## src/rtl/pdf_key_checker_tag_delay_line.sv

```systemverilog
// Shift register that carries each candidate tag alongside its block through
// the decryption pipeline, so the output tap lines up with the decrypted data.
module tag_delay_line #(
    parameter int DEPTH = 32,
    parameter int WIDTH = 32
) (
    input  logic             clk,
    input  logic             rst,
    input  logic [WIDTH-1:0] tag_i,
    output logic [WIDTH-1:0] tag_o
);

    logic [WIDTH-1:0] stage_q [DEPTH];

    always_ff @(posedge clk or negedge rst) begin
        if (!rst) begin
            for (int i = 0; i < DEPTH; i++) begin
                stage_q[i] <= '0;
            end
        end else begin
            stage_q[0] <= tag_i;
            for (int i = 1; i < DEPTH; i++) begin
                stage_q[i] <= stage_q[i-1];
            end
        end
    end

    assign tag_o = stage_q[DEPTH-1];

endmodule

```

## config.mk

```make
export PLATFORM = sky130hd
export DESIGN_NAME = tag_delay_line
export DESIGN_NICKNAME = d
export VERILOG_FILES = /design/src/rtl/pdf_key_checker_tag_delay_line.sv
export SDC_FILE = /design/constraint.sdc
export NUM_CORES = 1
export LEC_CHECK = 0
export CORE_UTILIZATION = 55
export CTS_CLUSTER_SIZE = 30
export DETAILED_ROUTE_END_ITERATION = 12
export GPL_ROUTABILITY_DRIVEN = 0
export PLACE_DENSITY = 0.73
export SKIP_LAST_GASP = 1
export SYNTH_ARGS = -nofsm -noshare
export SYNTH_HDL_FRONTEND = slang
export SYNTH_SLANG_ARGS = --single-unit
```

## constraint.sdc

```tcl
create_clock -name clk -period 0.85 [get_ports clk]
set_clock_uncertainty 0.2 [all_clocks]
set_input_delay 0.17 -clock clk [delete_from_list [all_inputs] [get_ports clk]]
set_output_delay 0.17 -clock clk [all_outputs]
set_load 0.02 [all_outputs]
```

; ---- Word-level counts from Yosys, hierarchy flattened
; Cells that the tools add are included.
[totals]
ff_bits = 1024
word_cells = 32

; ---- Depth between registers and ports, before layout
[logic_depth]
word_depth = 0
mapped_depth = 1
mapped_depth_nobuf = 0

; ---- Worst setup path before layout
; No wires, ideal clock.
[synth_path]
path_type = reg-to-output
from = reg stage_q, in the netlist tag_o[0]
to = out tag_o[0]
t_arrival_ns = 0.482
required_time_ns = 0.480
setup_slack_ns = -0.002
path_stages_with_launch = 2
cell_sequence = dfrtp_1 -> buf_4
[synth_lines]
columns = item, line_no
row1 = from (decl), 13  ; logic [WIDTH-1:0] stage_q [DEPTH];
row2 = "from (signal, indexed assignment)", 23  ; stage_q[i] <= stage_q[i-1];
row3 = to (decl), 10  ; output logic [WIDTH-1:0] tag_o
; No word-level cell between the ends.

; ---- Worst setup path after layout
[layout_path]
from = reg stage_q, in the netlist tag_o[29]
to = out tag_o[29]
; No word-level cell between the ends.

==> flow_summary.yaml <==
synthesis:
  synthTopCellsByArea: "dfrtp_1, buf_4"
  syn_avg_cell_area_um2: 24.5
  synthesis.area_um2: 25900
  seq_area_frac_synth_pct: 99.1
  yosysWarningCount: 0
  ys_ff_latch: 1024
  async_flop_share_pct: 100
  synth-edff-count: 0
  synth.most_common_cell: "dfrtp_1"
  synth_area_leader_cell: "dfrtp_1"
  yosysTopAreaCellShare_pct: 99.1
  syn-num-nets: 1090
  synth_cells: 1056
  synthDistinctLibCells: 2
  synth_ff_type: "dfrtp_1"
  synth_commonest_cells: "dfrtp_1, buf_4"
setup_path:
  crit_path_start_kind: "flop"
  path_buf_inv: 1
  crit_path_top_delay_cell: "dfrtp_1"
  crit_chain: "buf_6"
  cp_slowest_stage_delay_ns: 0.38
  critPathRequiredTime_ns: 0.48
  cp_data_arrival_time_ns: 1.12
  crit_fanout: 1
  end_kind: "output pin"
  crit_type: "reg2out"
  worst_path_dominant_cell_family: "flip-flops"
sta:
  fin_ws_ns: -0.644
  fin_crit_sh_pct: 176
  hold_viol: 534
  max_freq_mhz: 669
  finalSetupViolCount: 82
  holdWs_ns: -0.635
  drv_slew: 0
  fin_crit_ns: 1.49
  rsz0062_at_grt: "yes"
  worstMarginPinSlew_ns: 0.537
  slew_headroom_pct: 64.1
cells_and_area:
  num-multi-input-gates: 0
  nNetsFinal: 1433
  area.growth.synth_to_final_pct: 25.6
  seqCellArea_um2: 25600
  final_area_um2: 32500
  diodes: 0
  final_cells: 2081
  multiInputGateArea_um2: 0
  n_fill_cell: 2688
  drive_above_1_share_pct: 20.5
  final_util_pct: 69.9
clocking:
  cts_buffer_depth: 3
  h-tree-depth: 3
  cts_tree: "done"
  clk_pin_slew_worst_paths_ns: 0.07
  worstSkewPairLatency_ns: 0.62
  post-cts-setup-buffers: 0
  cts.sinks: 1024
  root_buffer: "clkbuf_16"
  cts_made_buffers: 92
power_and_ir_drop:
  ir_worst_vdd_uv: 1890
  p_per_area_nw_per_um2: 2990
  swShare_pct: 19.4
  pwr-share-clk_pct: 44.2
  p_sw_uw: 18900
  power.internal_uw: 78300
  p_leak_uw: 0.0150
  power_frac_seq_pct: 53.4
  comb_power_share_pct: 2.4
drt:
  detail-route-antenna-nets: 0
  avgRoutedWirePerCell_um: 16.3
  via_per_inst: 4.42
  drt_pass1_iterations: 3
  drc_errors: 0
  first_iter_violations: 343
  wirelength_mm: 33.9
  vias: 9188
hold_path:
  hold_path.class: "in2async"
floorplan:
  rows: 79
  die_y_um: 219
  core-area_um2: 46500
  start_util_pct: 55.7
  die_x_um: 219
  io_pins: 66
  die-area_um2: 47900
global_route:
  grt_pass1_wl_mm: 57.8
  grt_pass1_vias: 11244
  antenna_found_initial: 0
  globalRouteTotalUtil_pct: 16.0
  globalRoute.totalOverflow: 0
  grt_max_degree: 40
placement:
  place_ws_ns: -0.445
  dp_cells: 1814
  placed_area_um2: 28200
  hpwlAfterDp_mm: 15.5
  port_buffers: 65
status:
  status: "finished with violations"
  violations: "negative hold slack, negative setup slack"
flow_run:
  max_cap_violations: 0
==> cell families after synthesis <==
kind of cell | Yosys count | synth area share [%]
flip-flops | 1024 | 99.1
buffers and inverters | 32 | 0.929
==> what timing repair did <==
item	in CTS	in global routing
cloned	0	0
hold endpoints to repair	1056	751
pin swaps	0	0
hold buffers	107	25
setup endpoints to repair	32	376
resized for setup	192	4
==> metrics by stage <==
step / total power, µW / TNS, ns
final: 97300 / -22.61
after global routing: 101000 / -33.70
after CTS: 98900 / -60.70
after detailed placement: 54800 / -14.57
after global placement: 54400 / -14.27
after floorplan: 52800 / 0
==> routing by layer <==
metal | up-vias | wire, µm | global-route usage, %
met5 | - | 0 | 0
li1 | 3937 | - | -
met2 | 163 | 18800 | 28.4
met3 | 66 | 1390 | 3.53
met4 | 0 | 779 | 6.41
met1 | 5022 | 13000 | 19.2
==> worst paths after layout <==
path / from / to / slack, ns / cells after the start
setup / recovery: tag_o[29] / tag_o[29] / -0.64 / 1
hold / removal: rst / stage_q[897] / -0.63 / 2
setup reg to reg: stage_q[474] / stage_q[442] / 0.13 / 0
hold reg to reg: stage_q[825] / stage_q[793] / 0.13 / 0
max in group asynchronous: rst / stage_q[57] / -0.08 / 4
min in group clk: tag_i[31] / stage_q[1023] / -0.10 / 1
==> power by group through the flow <==
| stage | combinational [µW] | clock, µW | sequential [µW] |
|---|---|---|---|
| floorplan | 266 | 0 | 52500 |
| global placement | 1870 | 0 | 52500 |
| detailed placement | 1970 | 0 | 52800 |
| CTS | 2420 | 44400 | 52000 |
| global route | 2610 | 46200 | 52200 |
| finish | 2300 | 43000 | 52000 |
==> state kept, by name, indices dropped and copies added, names as in the netlist <==
signal	flops
tag_o	32
stage_q	992
==> area by class of cell <==
type	instances	share of cell area [%]
repair buffers	281	8.78
clock buffers	144	8.77
well taps	607	2.34
flip-flops and latches	1024	78.9
clock inverters	25	1.24
==> layout by cell type, fill, tap and decap left out <==
cell and count:
dfrtp_1 1024, dlygate4sd3_1 99, buf_4 95, clkbuf_16 94, buf_6 32, clkbuf_8 31, clkdlybuf4s50_1 30, buf_12 22
clkbuf_1 19, clkinv_2 10, bufinv_16 10, inv_6 4, clkinv_8 1, clkbuf_2 1, buf_8 1, buf_16 1
No activity file was read; power rests on OpenSTA's default activity.
